===== src/rtl/branch_predictor.sv =====
// Direct-mapped BTB with 2-bit saturating direction counters, next-PC select
// and saturating branch/misprediction statistics counters.
module branch_predictor #(
  parameter int addrWidth = 16,
  parameter int IDX_BITS  = 4
) (
  input  logic                 clk,
  input  logic                 rst,
  input  logic                 Stall,
  input  logic                 Hcf,
  input  logic [addrWidth-1:0] IF_pc,
  input  logic                 EXE_update,
  input  logic [addrWidth-1:0] EXE_pc,
  input  logic                 EXE_taken,
  input  logic [addrWidth-1:0] EXE_Target_pc,
  input  logic                 EXE_pred_taken,
  input  logic [addrWidth-1:0] EXE_pred_target,
  output logic [1:0]           PCSel,
  output logic [addrWidth-1:0] Predict_Target_pc,
  output logic                 IF_pred_taken,
  output logic [15:0]          branch_cnt,
  output logic [15:0]          mispredict_cnt
);

  localparam int unsigned ENTRIES = 2 ** IDX_BITS;
  localparam int TAG_W = addrWidth - IDX_BITS - 2;

  typedef enum logic [1:0] {
    PC_PLUS_4     = 2'd0,
    IF_P_T_PC     = 2'd1,
    EXE_T_PC      = 2'd2,
    EXE_PC_PLUS_4 = 2'd3
  } pc_sel_e;

  logic                 valid_q  [ENTRIES];
  logic [TAG_W-1:0]     tag_q    [ENTRIES];
  logic [addrWidth-1:0] target_q [ENTRIES];
  logic [1:0]           ctr_q    [ENTRIES];

  logic [IDX_BITS-1:0] if_idx, exe_idx;
  logic [TAG_W-1:0]    if_tag, exe_tag;
  logic                if_hit, exe_hit, mispredict, upd;
  pc_sel_e             sel;
  logic                unused_pc_bits;

  assign if_idx  = IF_pc[IDX_BITS+1:2];
  assign exe_idx = EXE_pc[IDX_BITS+1:2];
  assign if_tag  = IF_pc[addrWidth-1:IDX_BITS+2];
  assign exe_tag = EXE_pc[addrWidth-1:IDX_BITS+2];
  assign unused_pc_bits = ^{IF_pc[1:0], EXE_pc[1:0]};

  assign if_hit  = valid_q[if_idx] && (tag_q[if_idx] == if_tag);
  assign exe_hit = valid_q[exe_idx] && (tag_q[exe_idx] == exe_tag);

  assign IF_pred_taken     = if_hit & ctr_q[if_idx][1];
  assign Predict_Target_pc = target_q[if_idx];

  assign mispredict = EXE_update &
                      ((EXE_taken != EXE_pred_taken) |
                       (EXE_taken & EXE_pred_taken & (EXE_Target_pc != EXE_pred_target)));

  assign upd = EXE_update & ~Stall & ~Hcf;

  always_comb begin
    sel = PC_PLUS_4;
    if (mispredict && EXE_taken)       sel = EXE_T_PC;
    else if (mispredict && !EXE_taken) sel = EXE_PC_PLUS_4;
    else if (IF_pred_taken)            sel = IF_P_T_PC;
  end

  assign PCSel = sel;

  // Lookups read the registered table, so an entry written this cycle is seen next cycle.
  always_ff @(posedge clk) begin
    if (rst) begin
      for (int unsigned i = 0; i < ENTRIES; i++) begin
        valid_q[i]  <= 1'b0;
        tag_q[i]    <= '0;
        target_q[i] <= '0;
        ctr_q[i]    <= 2'b01;
      end
      branch_cnt     <= '0;
      mispredict_cnt <= '0;
    end else if (upd) begin
      if (exe_hit) begin
        if (EXE_taken) begin
          if (ctr_q[exe_idx] != 2'b11) ctr_q[exe_idx] <= ctr_q[exe_idx] + 2'd1;
          target_q[exe_idx] <= EXE_Target_pc;
        end else if (ctr_q[exe_idx] != 2'b00) begin
          ctr_q[exe_idx] <= ctr_q[exe_idx] - 2'd1;
        end
      end else if (EXE_taken) begin
        valid_q[exe_idx]  <= 1'b1;
        tag_q[exe_idx]    <= exe_tag;
        target_q[exe_idx] <= EXE_Target_pc;
        ctr_q[exe_idx]    <= 2'b10;
      end
      if (branch_cnt != '1) branch_cnt <= branch_cnt + 16'd1;
      if (mispredict && (mispredict_cnt != '1)) mispredict_cnt <= mispredict_cnt + 16'd1;
    end
  end

endmodule


===== config.mk =====
export PLATFORM = sky130hd
export DESIGN_NAME = branch_predictor
export DESIGN_NICKNAME = d
export VERILOG_FILES = /design/src/rtl/branch_predictor.sv
export SDC_FILE = /design/constraint.sdc
export NUM_CORES = 1
export LEC_CHECK = 0
export ABC_AREA = 1
export BUFFER_PORTS_ARGS = -buffer_cell sky130_fd_sc_hd__buf_4
export CAP_MARGIN = 40
export CORE_MARGIN = 2
export CORE_UTILIZATION = 62
export CTS_CLUSTER_SIZE = 30
export DETAILED_ROUTE_END_ITERATION = 10
export PLACE_DENSITY = 0.77
export SLEW_MARGIN = 20
export SYNTH_ARGS = -nofsm -noshare
export SYNTH_HDL_FRONTEND = slang
export SYNTH_SLANG_ARGS = --single-unit

===== constraint.sdc =====
create_clock -name clk -period 3.1 [get_ports clk]
set_input_delay 0.31 -clock clk [delete_from_list [all_inputs] [get_ports clk]]
set_output_delay 0.31 -clock clk [all_outputs]
set_load 0.01 [all_outputs]

==> reports/metrics.yaml <==
timing:
  finalSetupTns_ps: 0
  worstMarginPinSlew_ps: 751
  fin_crit_ps: 3000
  fin_skew_ps: 19.6
  rsz0062_at_grt: "false"
  setup_viol_count_final: 0
  final_hold_viol_count: 0
  slew-limit-headroom: 0.500
  finalMaxSlewViolations: 0
  max_freq_mhz: 334
  min_period_over_period: 0.967
setup_path:
  cp.required_ps: 2790
  r2r_slack_ps: 380
  startpoint: "IF_pc[3]"
  startpoint_type: "primary input"
  max_stage_delay_ps: 410
  cpMaxStageDelayCell: "buf_12"
  crit_end: "PCSel[0]"
  arrival_ps: 2690
  path_cells: "buf_4, buf_12, o21ai_0, o221ai_1, nand3_1, nand3_1, o21ai_0, nor2_1, nand2_1, nor2_2, buf_6, nand3_2, nand2_1, buf_4"
  worstRegToRegCells: 17
  crit_buf_inv: 4
  regToRegEndpoint: "tag_q[3][4]"
  end_kind: "output port"
  worst-path-max-fanout: 100
  crit_cells: 14
  cpLargestDelayFamily: "simple AND/OR/NAND/NOR gates"
  critPathKind: "primary input to output port"
  worstReg2RegStart: "tag_q[9][2]"
status:
  status: "completed"
die:
  die_h_um: 203
  core_sq_um: 38900
  ios: 122
  dieWidth_um: 203
  rows: 72
  initial_core_util: 0.633
  dieArea_sq_um: 41300
logic_synthesis:
  synth-edff-count: 448
  syn_area_sq_um: 24600
  ys_seq_area_frac: 0.585
  avgSynthCellArea_sq_um: 8.81
  ys_async_sr_fraction: 0
  synth_cell_type_count: 41
  ys_ff_latch: 496
  ys_warn_count: 0
  syn_inst: 2796
  syn_nets: 2870
  synth_top_flop_cell: "edfxtp_1"
detailed_routing:
  vias: 21500
  drt-met1-wl_mm: 27.4
  routed-wl-met2_mm: 34.7
  wl_per_cell_um: 21.8
  wl_met3_mm: 10.2
  wirelength_mm: 75.6
  post-route-drc-count: 0
  routed.top_layer: "met5"
  drtIter0Drc: 3142
  first_pass_iters: 6
  ant_nets: 0
  viasPerCell: 6.20
placed_design:
  hpwlAfterDp_mm: 47.8
  io_buffers: 117
  gp_congestion: 0.941
  dp.cells: 3385
clock_tree:
  cts_tree: "built"
  htreeDepth: 2
  cts_buffers: 48
  clk_pin_slew_ps: 60
  postCtsSetupBuffers: 0
  insertion_delay_ps: 610
  cts.sinks: 496
  root_buffer: "clkbuf_16"
  cts.path.max_buffers: 3
power_and_ir_drop:
  p_leak_nw: 11.2
  p_comb_frac: 0.112
  p_sw_w: 0.00381
  power.density_nw_per_um2: 532
  switching_share: 0.255
  vdd_ir_drop_max_v: 0.000418
  pwr-share-seq: 0.514
  power.internal_w: 0.0111
  pwr-share-clk: 0.374
global_route:
  grt_max_degree: 136
  grt_pass1_wl_mm: 115
  track_usage: 0.366
  grt_pass1_vias: 20700
  grt.overflow.total: 0
  antenna_found_initial: 1
cells_and_area:
  insertedDiodeCount: 0
  layout-drive-gt1-share: 0.126
  layoutNonFillerInstCount: 3472
  nets: 2991
  syn2layout_area_growth_pct: 14.1
job:
  drv_cap: 0
min_path:
  holdPathStages: 2
  hold_class: "primary input to flop"
-- flip-flops by register name, indices dropped and copies added, names as in the netlist --
register,cells
branch_cnt,16
mispredict_cnt,16
target_q,256
ctr_q,32
tag_q,160
valid_q,16
-- Yosys cell counts, drive strengths merged, types with 8 or more instances --
cell type,n,area share
nor2,719,0.11
nand2,645,0.10
edfxtp,448,0.55
o21ai,264,0.054
clkbuf,141,0.021
inv,111,0.017
nand3,102,0.021
o221ai,63,0.022
buf,55,0.016
dfxtp,48,0.039
a21oi,40,0.0081
o211ai,39,0.012
o22ai,24,0.0061
xor2,17,0.0060
a22oi,16,0.0049
clkinv,15,0.0023
nand4,12,0.0030
nor3,12,0.0026
xnor2,8,0.0028
-- area by class of cell --
cell class | instances | area (sq um)
multi-input cells | 1978 | 8840
well taps | 518 | 648
clock inverters | 30 | 198
clock buffers | 57 | 1280
fillers | 2859 | 10800
repair buffers | 267 | 2240
flip-flops and latches | 496 | 14400
inverters | 126 | 483
-- worst register-to-register path, cell delays in order, from the launching register on --
cell,delay [ps]
edfxtp_1,390
nand2_1,70
o21ai_0,70
nand2_1,70
nand2_1,110
nand2_1,80
nand2_1,110
o21ai_1,180
nand2_1,70
nor2_1,100
nand2_1,70
nor2_2,260
nand2_2,110
nand2_2,100
inv_4,90
nand2_1,250
nand2_1,150
buf_4,190
-- power groups by stage --
stage                     combinational [W]  sequential, W  clock, W
after CTS                           0.00163        0.00767   0.00560
after floorplan                    0.000960        0.00778         0
final                               0.00168        0.00767   0.00559
after detailed placement            0.00162        0.00781         0
after global placement              0.00157        0.00779         0
after global routing                0.00180        0.00770   0.00586
-- how the worst min path moves through the flow --
stage	from	to	slack (ps)
floorplan	valid_q[13]	valid_q[13]	440
global placement	valid_q[3]	valid_q[3]	460
detailed placement	valid_q[1]	valid_q[1]	470
CTS	rst	branch_cnt[12]	60
global route	rst	branch_cnt[10]	80
finish	rst	branch_cnt[12]	80
-- kinds of logic (layout without fill, tap and decap cells) --
group,Yosys count,after routing,synth area share
XOR/XNOR,25,25,0.00889
AO/OA/AOI/OAI,452,452,0.109
AND/OR/NAND/NOR,1498,1498,0.239
adder cells (fa/ha/maj),3,3,0.00152
buffers and inverters,322,480,0.0566
flip-flops,496,496,0.585
-- cell usage in the layout, fill, tap and decap left out, drive strengths merged, types with 3 or more instances in the layout --
cell      instances
nor2            719
nand2           645
edfxtp          448
buf             267
o21ai           264
inv             113
nand3           102
o221ai           63
clkbuf           57
dfxtp            48
a21oi            40
o211ai           39
clkinv           39
o22ai            24
xor2             17
a22oi            16
nand4            12
nor3             12
xnor2             8
or2               3
nor4              3
ha                3
clkinvlp          3
-- timing repair --
action                     in CTS  in global routing
hold buffers                    0                  0
resized for setup               0                 11
setup endpoints to repair       0                  2
-- layer usage --
layer / vias to the layer above / GRT usage
met1: 10100 / 0.490
met3: 261 / 0.0904
li1: 9660 / -
met4: 2 / 0.166
met5: - / 0
met2: 1517 / 0.570
-- metrics by stage --
| step | instance area [sq um] | total power (W) | setup WS [ps] | utilization | hold slack (ps) |
|---|---|---|---|---|---|
| final | 28100 | 0.0149 | 103 | 0.722 | 81.5 |
| after global routing | 28100 | 0.0154 | 5.88 | 0.722 | 75.9 |
| after global placement | 26600 | 0.00936 | 8.88 | 0.683 | 461 |
| after floorplan | 24600 | 0.00874 | 566 | - | 442 |
| after CTS | 28100 | 0.0149 | 66.0 | 0.721 | 60.6 |
| after detailed placement | 26600 | 0.00943 | 29.9 | 0.683 | 474 |
(Power assumes the default switching activity.)
